<file path="src/rtl/multicycle_ctrl.sv">
// Multicycle control unit for the RISC-V datapath: fetch/decode/execute/memory/writeback
// sequencing with configurable memory wait states, reset hold length and an illegal-encoding trap.
module multicycle_ctrl #(
  parameter int unsigned ALUOP_W      = 3,
  parameter int unsigned MEM_WAIT     = 1,
  parameter int unsigned RESET_CYCLES = 1
) (
  input  logic               CLK,
  input  logic               RST_N,
  input  logic [6:0]         opcode,
  input  logic [2:0]         funct3,
  input  logic               funct7_5,
  input  logic               zero,
  output logic               reset_wire,
  output logic               pc_write,
  output logic               pc_src,
  output logic               ir_write,
  output logic               mem_read,
  output logic               mem_write,
  output logic               reg_write,
  output logic               mem_to_reg,
  output logic               alu_src_a,
  output logic [1:0]         alu_src_b,
  output logic [ALUOP_W-1:0] operacao,
  output logic               illegal
);

  localparam int unsigned CNT_W = 4;
  localparam logic [CNT_W-1:0] WAIT_LD  = CNT_W'(MEM_WAIT);
  localparam logic [CNT_W-1:0] RST_HOLD = CNT_W'(RESET_CYCLES);

  localparam logic [6:0] OPC_R  = 7'b0110011;
  localparam logic [6:0] OPC_I  = 7'b0010011;
  localparam logic [6:0] OPC_LD = 7'b0000011;
  localparam logic [6:0] OPC_SD = 7'b0100011;
  localparam logic [6:0] OPC_BR = 7'b1100011;

  localparam logic [2:0] OP_NONE = 3'd0;
  localparam logic [2:0] OP_ADD  = 3'd1;
  localparam logic [2:0] OP_SUB  = 3'd2;
  localparam logic [2:0] OP_AND  = 3'd3;
  localparam logic [2:0] OP_OR   = 3'd4;
  localparam logic [2:0] OP_XOR  = 3'd5;

  localparam logic [1:0] SRC_B_REG = 2'b00;
  localparam logic [1:0] SRC_B_4   = 2'b01;
  localparam logic [1:0] SRC_B_IMM = 2'b10;

  typedef enum logic [3:0] {
    ST_RESET, ST_FETCH, ST_DECODE, ST_EXEC_R, ST_EXEC_I, ST_ADDR,
    ST_MEM_RD, ST_MEM_WR, ST_WB_ALU, ST_WB_MEM, ST_BRANCH, ST_TRAP
  } state_t;

  state_t             r_state;
  state_t             w_state_nxt;
  logic [CNT_W-1:0]   r_cnt;
  logic [CNT_W-1:0]   w_cnt_nxt;

  logic [2:0]         w_r_op;
  logic               w_r_legal;

  logic               r_reset_wire, w_reset_wire;
  logic               r_pc_write,   w_pc_write;
  logic               r_pc_src,     w_pc_src;
  logic               r_ir_write,   w_ir_write;
  logic               r_mem_read,   w_mem_read;
  logic               r_mem_write,  w_mem_write;
  logic               r_reg_write,  w_reg_write;
  logic               r_mem_to_reg, w_mem_to_reg;
  logic               r_alu_src_a,  w_alu_src_a;
  logic [1:0]         r_alu_src_b,  w_alu_src_b;
  logic [ALUOP_W-1:0] r_operacao,   w_operacao;
  logic               r_illegal,    w_illegal;
  logic               r_branch,     w_branch;
  logic               r_bne,        w_bne;

  // R-type funct decode; funct7_5 only distinguishes add from sub
  always_comb begin
    w_r_op    = OP_NONE;
    w_r_legal = 1'b1;
    case (funct3)
      3'b000:  w_r_op = funct7_5 ? OP_SUB : OP_ADD;
      3'b111:  w_r_op = OP_AND;
      3'b110:  w_r_op = OP_OR;
      3'b100:  w_r_op = OP_XOR;
      default: w_r_legal = 1'b0;
    endcase
  end

  // Next state and shared wait counter (RESET counts up, memory states count down)
  always_comb begin
    w_state_nxt = r_state;
    w_cnt_nxt   = r_cnt;
    case (r_state)
      ST_RESET: begin
        if (r_cnt >= RST_HOLD) begin
          w_state_nxt = ST_FETCH;
          w_cnt_nxt   = WAIT_LD;
        end else begin
          w_cnt_nxt = r_cnt + CNT_W'(1);
        end
      end
      ST_FETCH: begin
        if (r_cnt == '0) w_state_nxt = ST_DECODE;
        else             w_cnt_nxt   = r_cnt - CNT_W'(1);
      end
      ST_DECODE: begin
        w_state_nxt = ST_TRAP;
        if (opcode == OPC_R && w_r_legal)                                 w_state_nxt = ST_EXEC_R;
        else if (opcode == OPC_I && funct3 == 3'b000)                     w_state_nxt = ST_EXEC_I;
        else if ((opcode == OPC_LD || opcode == OPC_SD) && funct3 == 3'b011) w_state_nxt = ST_ADDR;
        else if (opcode == OPC_BR && funct3[2:1] == 2'b00)                w_state_nxt = ST_BRANCH;
      end
      ST_EXEC_R, ST_EXEC_I: w_state_nxt = ST_WB_ALU;
      ST_ADDR: begin
        w_state_nxt = (opcode == OPC_LD) ? ST_MEM_RD : ST_MEM_WR;
        w_cnt_nxt   = WAIT_LD;
      end
      ST_MEM_RD: begin
        if (r_cnt == '0) w_state_nxt = ST_WB_MEM;
        else             w_cnt_nxt   = r_cnt - CNT_W'(1);
      end
      ST_MEM_WR: begin
        if (r_cnt == '0) begin
          w_state_nxt = ST_FETCH;
          w_cnt_nxt   = WAIT_LD;
        end else begin
          w_cnt_nxt = r_cnt - CNT_W'(1);
        end
      end
      ST_WB_ALU, ST_WB_MEM, ST_BRANCH: begin
        w_state_nxt = ST_FETCH;
        w_cnt_nxt   = WAIT_LD;
      end
      ST_TRAP: w_state_nxt = ST_TRAP;
      default: w_state_nxt = ST_TRAP;
    endcase
  end

  // Outputs decoded from the state being entered so the registers present Moore values
  always_comb begin
    w_reset_wire = 1'b0;
    w_pc_write   = 1'b0;
    w_pc_src     = 1'b0;
    w_ir_write   = 1'b0;
    w_mem_read   = 1'b0;
    w_mem_write  = 1'b0;
    w_reg_write  = 1'b0;
    w_mem_to_reg = 1'b0;
    w_alu_src_a  = 1'b0;
    w_alu_src_b  = SRC_B_REG;
    w_operacao   = ALUOP_W'(OP_NONE);
    w_illegal    = 1'b0;
    w_branch     = 1'b0;
    w_bne        = 1'b0;
    case (w_state_nxt)
      ST_RESET: w_reset_wire = 1'b1;
      ST_FETCH: begin
        w_mem_read  = 1'b1;
        w_alu_src_b = SRC_B_4;
        w_operacao  = ALUOP_W'(OP_ADD);
        if (w_cnt_nxt == '0) begin
          w_ir_write = 1'b1;
          w_pc_write = 1'b1;
        end
      end
      ST_DECODE: begin
        w_alu_src_b = SRC_B_IMM;
        w_operacao  = ALUOP_W'(OP_ADD);
      end
      ST_EXEC_R: begin
        w_alu_src_a = 1'b1;
        w_operacao  = ALUOP_W'(w_r_op);
      end
      ST_EXEC_I, ST_ADDR: begin
        w_alu_src_a = 1'b1;
        w_alu_src_b = SRC_B_IMM;
        w_operacao  = ALUOP_W'(OP_ADD);
      end
      ST_MEM_RD: w_mem_read  = 1'b1;
      ST_MEM_WR: w_mem_write = 1'b1;
      ST_WB_ALU: w_reg_write = 1'b1;
      ST_WB_MEM: begin
        w_reg_write  = 1'b1;
        w_mem_to_reg = 1'b1;
      end
      ST_BRANCH: begin
        w_alu_src_a = 1'b1;
        w_pc_src    = 1'b1;
        w_operacao  = ALUOP_W'(OP_SUB);
        w_branch    = 1'b1;
        w_bne       = funct3[0];
      end
      default: w_illegal = 1'b1;
    endcase
  end

  // State, counter and output registers; reset forces the RESET-state outputs immediately
  always_ff @(posedge CLK or negedge RST_N) begin
    if (!RST_N) begin
      r_state      <= ST_RESET;
      r_cnt        <= '0;
      r_reset_wire <= 1'b1;
      r_pc_write   <= 1'b0;
      r_pc_src     <= 1'b0;
      r_ir_write   <= 1'b0;
      r_mem_read   <= 1'b0;
      r_mem_write  <= 1'b0;
      r_reg_write  <= 1'b0;
      r_mem_to_reg <= 1'b0;
      r_alu_src_a  <= 1'b0;
      r_alu_src_b  <= SRC_B_REG;
      r_operacao   <= '0;
      r_illegal    <= 1'b0;
      r_branch     <= 1'b0;
      r_bne        <= 1'b0;
    end else begin
      r_state      <= w_state_nxt;
      r_cnt        <= w_cnt_nxt;
      r_reset_wire <= w_reset_wire;
      r_pc_write   <= w_pc_write;
      r_pc_src     <= w_pc_src;
      r_ir_write   <= w_ir_write;
      r_mem_read   <= w_mem_read;
      r_mem_write  <= w_mem_write;
      r_reg_write  <= w_reg_write;
      r_mem_to_reg <= w_mem_to_reg;
      r_alu_src_a  <= w_alu_src_a;
      r_alu_src_b  <= w_alu_src_b;
      r_operacao   <= w_operacao;
      r_illegal    <= w_illegal;
      r_branch     <= w_branch;
      r_bne        <= w_bne;
    end
  end

  // Branch PC load follows the live zero flag; the fetch PC load is purely registered
  assign pc_write   = r_pc_write | (r_branch & (zero ^ r_bne));
  assign reset_wire = r_reset_wire;
  assign pc_src     = r_pc_src;
  assign ir_write   = r_ir_write;
  assign mem_read   = r_mem_read;
  assign mem_write  = r_mem_write;
  assign reg_write  = r_reg_write;
  assign mem_to_reg = r_mem_to_reg;
  assign alu_src_a  = r_alu_src_a;
  assign alu_src_b  = r_alu_src_b;
  assign operacao   = r_operacao;
  assign illegal    = r_illegal;

endmodule

</file>
<file path="config.mk">
export PLATFORM = sky130hd
export DESIGN_NAME = multicycle_ctrl
export DESIGN_NICKNAME = d
export VERILOG_FILES = /design/src/rtl/multicycle_ctrl.sv
export SDC_FILE = /design/constraint.sdc
export NUM_CORES = 1
export LEC_CHECK = 0
export CAP_MARGIN = 20
export CORE_ASPECT_RATIO = 0.9
export CORE_MARGIN = 3
export CORE_UTILIZATION = 38
export DETAILED_ROUTE_END_ITERATION = 10
export PLACE_DENSITY_LB_ADDON = 0.1
export SYNTH_ARGS = -nofsm -noshare
export SYNTH_HDL_FRONTEND = slang
export SYNTH_SLANG_ARGS = --single-unit
</file>
<file path="constraint.sdc">
create_clock -name CLK -period 2.8 [get_ports CLK]
set_input_delay 0.7 -clock CLK [delete_from_list [all_inputs] [get_ports CLK]]
set_output_delay 0.7 -clock CLK [all_outputs]
set_load 0.05 [all_outputs]
</file>
Word level (Yosys, flattened, before mapping)
Cells that the tools add are included.
{ "totals": {"reg_bits": 23, "output_inout_bits": 15, "input_bits": 14} }
{ "classes": {"bitwise_logic": 3, "add_sub_neg": 2, "n_mux": 30, "reduce_logical": 22, "n_eq_ne": 29, "n_lt_le_gt_ge": 1} }
{ "ops": {"columns": ["cell", "count"], "rows": [
  ["$mux 4", 10],
  ["$eq 4x3->1 const B", 8],
  ["$pmux 4 s8", 1],
  ["$eq 4x4->1 const B", 6],
  ["$eq 4x2->1 const B", 4],
  ["$logic_not 4->1", 4],
  ["$pmux 4 s4", 1],
  ["$reduce_or 4->1", 4],
  ["$eq 7x6->1 const B", 2],
  ["$mux 1", 14],
  ["$pmux 3 s4", 1],
  ["$reduce_or 11->1", 1],
  ["$eq 3x3->1 const B", 3],
  ["$pmux 3 s3", 1],
  ["$eq 4x1->1 const B", 2],
  ["$reduce_or 2->1", 4],
  ["$eq 7x2->1 const B", 1],
  ["$eq 7x5->1 const B", 1],
  ["$eq 7x7->1 const B", 1],
  ["$reduce_or 3->1", 2],
  ["$add 4x1->4 const B", 1],
  ["$ge 4x1->1 const B", 1],
  ["$logic_and 1x1->1", 4],
  ["$pmux 2 s2", 1],
  ["other kinds (9)", 9]
]} }

Logic depth before layout (Yosys ltp)
{ "logic_depth": {"word_depth": 10, "mapped_depth": 11, "ltp_nobuf": 11} }

Least setup slack after synthesis
Ideal clock, no wire load.
{ "synth_timing": {"kind": "input-to-reg", "start": "input funct3[0]", "end": "register r_alu_src_a (netlist: alu_src_a)", "required_time_ns": 2.708, "arrival_time_ns": 2.089, "slack_ns": 0.619, "stages": 8, "n_path_buf": 2, "path_cell_list": "buf_2 > nor4b_1 > a31oi_1 > o41ai_1 > o311ai_2 > buf_4 > xnor2_1 > o31ai_2"} }
{ "synth_via": {"elab_chain_cells": 9} }
{ "synth_rtl": {"columns": ["element", "line_no", "source"], "rows": [
  ["start, declared", "11", "input logic [2:0] funct3,"],
  ["$eq 3x3->1, or another cell as far along", "81", "case (funct3)"],
  ["$reduce_or 4->1 (no source line) / $logic_and 1x1->1 (equally long branches)", null, null],
  ["$mux 1 / $mux 4 (equally long branches)", "81, 111", null],
  ["$logic_and 1x1->1 / $mux 4 (equally long branches)", "109, 110", null],
  ["$mux 4 (*)", "109", "if (opcode == OPC_R && w_r_legal) w_state_nxt = ST_EXEC_R;"],
  ["$pmux 4 s8 (*)", "94", "case (r_state)"],
  ["net w_state_nxt[0]", "55", "state_t w_state_nxt;"],
  ["$eq 4x4->1, or another cell as far along", "156", "case (w_state_nxt)"],
  ["$reduce_or 4->1 (no source line) (*)", null, null],
  ["$mux 1 (*)", "156", null],
  ["net w_alu_src_a", "70", "logic r_alu_src_a, w_alu_src_a;"],
  ["end signal, assigned", "228", "r_alu_src_a <= w_alu_src_a;"],
  ["end, declared", "70", null]
]} }
Mark *: on every way through the listed nets, which the timed path passes. The rest lies on a longest branch.

Final worst setup path
{ "layout_timing": {"start": "input opcode[4]", "end": "register r_reset_wire (netlist: reset_wire)"} }
{ "layout_via": {"elab_chain_cells": 9} }
{ "layout_rtl": {"columns": ["element", "line_no", "source"], "rows": [
  ["start, declared", "10", "input logic [6:0] opcode,"],
  ["$eq 7x7->1, or another cell as far along", "112", "else if (opcode == OPC_BR && funct3[2:1] == 2'b00) w_state_nxt = ST_BRANCH;"],
  ["$logic_and 1x1->1 / $logic_or 1x1->1 (equally long branches)", "112, 111", null],
  ["$mux 1 / $logic_and 1x1->1 (equally long branches)", "112, 111", null],
  ["$mux 4", "111", "else if ((opcode == OPC_LD || opcode == OPC_SD) && funct3 == 3'b011) w_state_nxt = ST_ADDR;"],
  ["$mux 4", "110", "else if (opcode == OPC_I && funct3 == 3'b000) w_state_nxt = ST_EXEC_I;"],
  ["$mux 4", "109", null],
  ["$pmux 4 s8 (*)", "94", null],
  ["$logic_not 4->1 (*)", "156", null],
  ["$mux 1 (*)", "156", null],
  ["net w_reset_wire", "62", "logic r_reset_wire, w_reset_wire;"],
  ["end signal, assigned", "220", "r_reset_wire <= w_reset_wire;"],
  ["end, declared", "62", null]
]} }
Marked as above.

==> metrics.cfg <==
[outcome]
outcome = completed

[worst_setup_path]
endpoint_kind = register
path_class = input pin to register
cp_max_fo = 12
required_ps = 2960
crit_path_start_kind = input pin
cp.arrival_ps = 2730

[detailed_routing]
wire_per_inst_um = 13.9
route.detailed.drc = 0
vias = 1327
drt_wl_total_um = 3390
drt_pass1_iterations = 4
postRouteAntennaNets = 0
viasPerCell = 5.46
drt_iter0_drc = 77

[power]
p_leak_nw = 0.817
clock_power_share = 0.347
ir_drop_uv = 160
power.density_nw_per_um2 = 300
power_frac_seq = 0.567
p_sw_frac = 0.217
p_comb_frac = 0.086
p_switching_w = 0.000127
internal_power_w = 0.000459

[grt]
grt.total_usage = 0.153
grt_max_degree = 24
antenna_found_initial = 0
grt_overflow = 0
grt_pass1_vias = 1223
grt_pass1_wl_um = 5710

[layout]
final_util = 0.516
num-nets-final = 216
drive_above_1_share = 0.162
antennaDiodeCount = 0
syn_to_final_growth_pct = 29.2
fillers = 363

[place]
port_buffers = 28
dp_hpwl_um = 2620
gp_congestion = 0.811

[sta]
fmax_ghz = 0.390
post-route-period-util = 0.917
finClkSkew_ps = 7.11
slew_headroom = 0.617
tns_ps = 0
period_minus_slack_ps = 2570
hold_viol = 0
drv_slew = 0
setup_viol = 0
worstMarginPinSlew_ps = 573
rsz0062_at_grt = no

[logic_synthesis]
syn-cell-area_um2 = 1510
syn_inst = 163
yosysTopAreaCellShare = 0.364
syn-num-nets = 181
synthTopCellsByArea = dfrtp_1, a21oi_1, ha_1
synth-edff-count = 0
syn_area_per_cell_um2 = 9.27
async_flop_share = 1.00
synth.most_common_cell = dfrtp_1
synth-seq-cells = 23
ys_warn_count = 0
ys.flop_type = dfrtp_1
ys_types = 53
synthTopCellsByCount = dfrtp_1, a21oi_1, nand2_1
synth_largest_area_cell = dfrtp_1
seq_area_frac_synth = 0.382

[clock_tree]
postCtsSetupBuffers = 0
clk_pin_slew_worst_paths_ps = 80
clock_path_buffers = 2
cts_tree = yes
cts_sinks = 23
clk_latency_ps = 270
cts-root-buf = clkbuf_8
htreeDepth = 1
cts_made_buffers = 3

[job]
drv_cap = 0

[floorplanning]
die_y_um = 65.8
fp.dieArea_um2 = 4770
io_pins = 29
start_util = 0.399
core-area_um2 = 3780
rows = 21
die_width_um = 72.5

[hold_path]
hold_class = register to register

[final cells by class]
| cell class | instances | area [µm²] | share of cell area |
|---|---|---|---|
| multi-input cells | 118 | 846 | 0.433 |
| clock buffers | 3 | 41.3 | 0.0211 |
| inverters | 13 | 53.8 | 0.0275 |
| flip-flops and latches | 23 | 577 | 0.295 |
| well taps | 46 | 57.6 | 0.0295 |
| repair buffers | 39 | 373 | 0.191 |
| clock inverters | 1 | 5.00 | 0.00256 |
[cells in the final DEF, fill, tap and decap left out, types with 3 or more instances in the layout]
cell	n
nand2_1	12
nor3_1	7
nor2_1	11
clkbuf_8	3
nor2b_1	5
nand2b_1	6
clkdlybuf4s50_1	27
nand3_1	5
a21oi_1	12
dfrtp_1	22
ha_1	4
o21ai_0	6
nor4b_1	3
inv_1	11
nor4b_2	3
buf_4	11
[logic make-up (layout without fill, tap and decap cells)]
logic type               Yosys count  after routing  synth area share
AND/OR/NAND/NOR                   68             68             0.287
AO/OA/AOI/OAI                     43             43             0.214
flip-flops                        23             23             0.382
buffers and inverters             22             56            0.0654
adder cells (fa/ha/maj)            4              4            0.0331
XOR/XNOR                           2              2            0.0116
multiplexers                       1              1           0.00662
[critical path: stages]
cell and delay, ps:
clkdlybuf4s50_1 550, nor4b_1 240, a31oi_1 70, o41ai_1 470, o311ai_4 320, nor4_1 370
[routing by layer]
metal,up-vias,part of all wire,GRT usage
li1,658,-,-
met1,632,0.49,0.222
met2,33,0.44,0.234
met3,4,0.051,0.0167
met4,0,0.014,0.0553
met5,-,0,0
[power by group through the flow]
| stage | registers, W | clock network, W | logic (W) |
|---|---|---|---|
| final | 0.000332 | 0.000203 | 0.0000503 |
| after global routing | 0.000332 | 0.000220 | 0.0000557 |
| after CTS | 0.000332 | 0.000207 | 0.0000510 |
| after detailed placement | 0.000338 | 0 | 0.0000507 |
| after global placement | 0.000338 | 0 | 0.0000490 |
| after floorplan | 0.000339 | 0 | 0.0000160 |
[path summary, 6_finish.rpt]
kind	startpoint	endpoint	slack (ps)	cells past startpoint
max	opcode[4]	reset_wire	230	6
min	r_cnt[1]	r_cnt[1]	610	1
max reg2reg	r_cnt[1]	ir_write	460	11
min reg2reg	r_cnt[1]	r_cnt[1]	610	1
max in group asynchronous	RST_N	reset_wire	1740	2
min in group asynchronous	RST_N	mem_to_reg	780	2
[metrics by stage]
step | setup slack, ps | instance area [µm²] | power (W) | cells | hold slack, ps
5_1_grt | 27.1 | 1950 | 0.000607 | 243 | 648
3_5_place_dp | -32.6 | 1900 | 0.000389 | 239 | 594
4_1_cts | 231 | 1940 | 0.000590 | 243 | 612
2_1_floorplan | 619 | 1510 | 0.000355 | 163 | 404
3_3_place_gp | 54.9 | 1900 | 0.000387 | 239 | 575
6_report | 233 | 1950 | 0.000585 | 243 | 612
[repair_timing]
action / CTS / global route
endpoints found under the setup margin: 0 / 1
hold buffers: 0 / 0
resized for setup: 0 / 1
(Power assumes the default switching activity.)
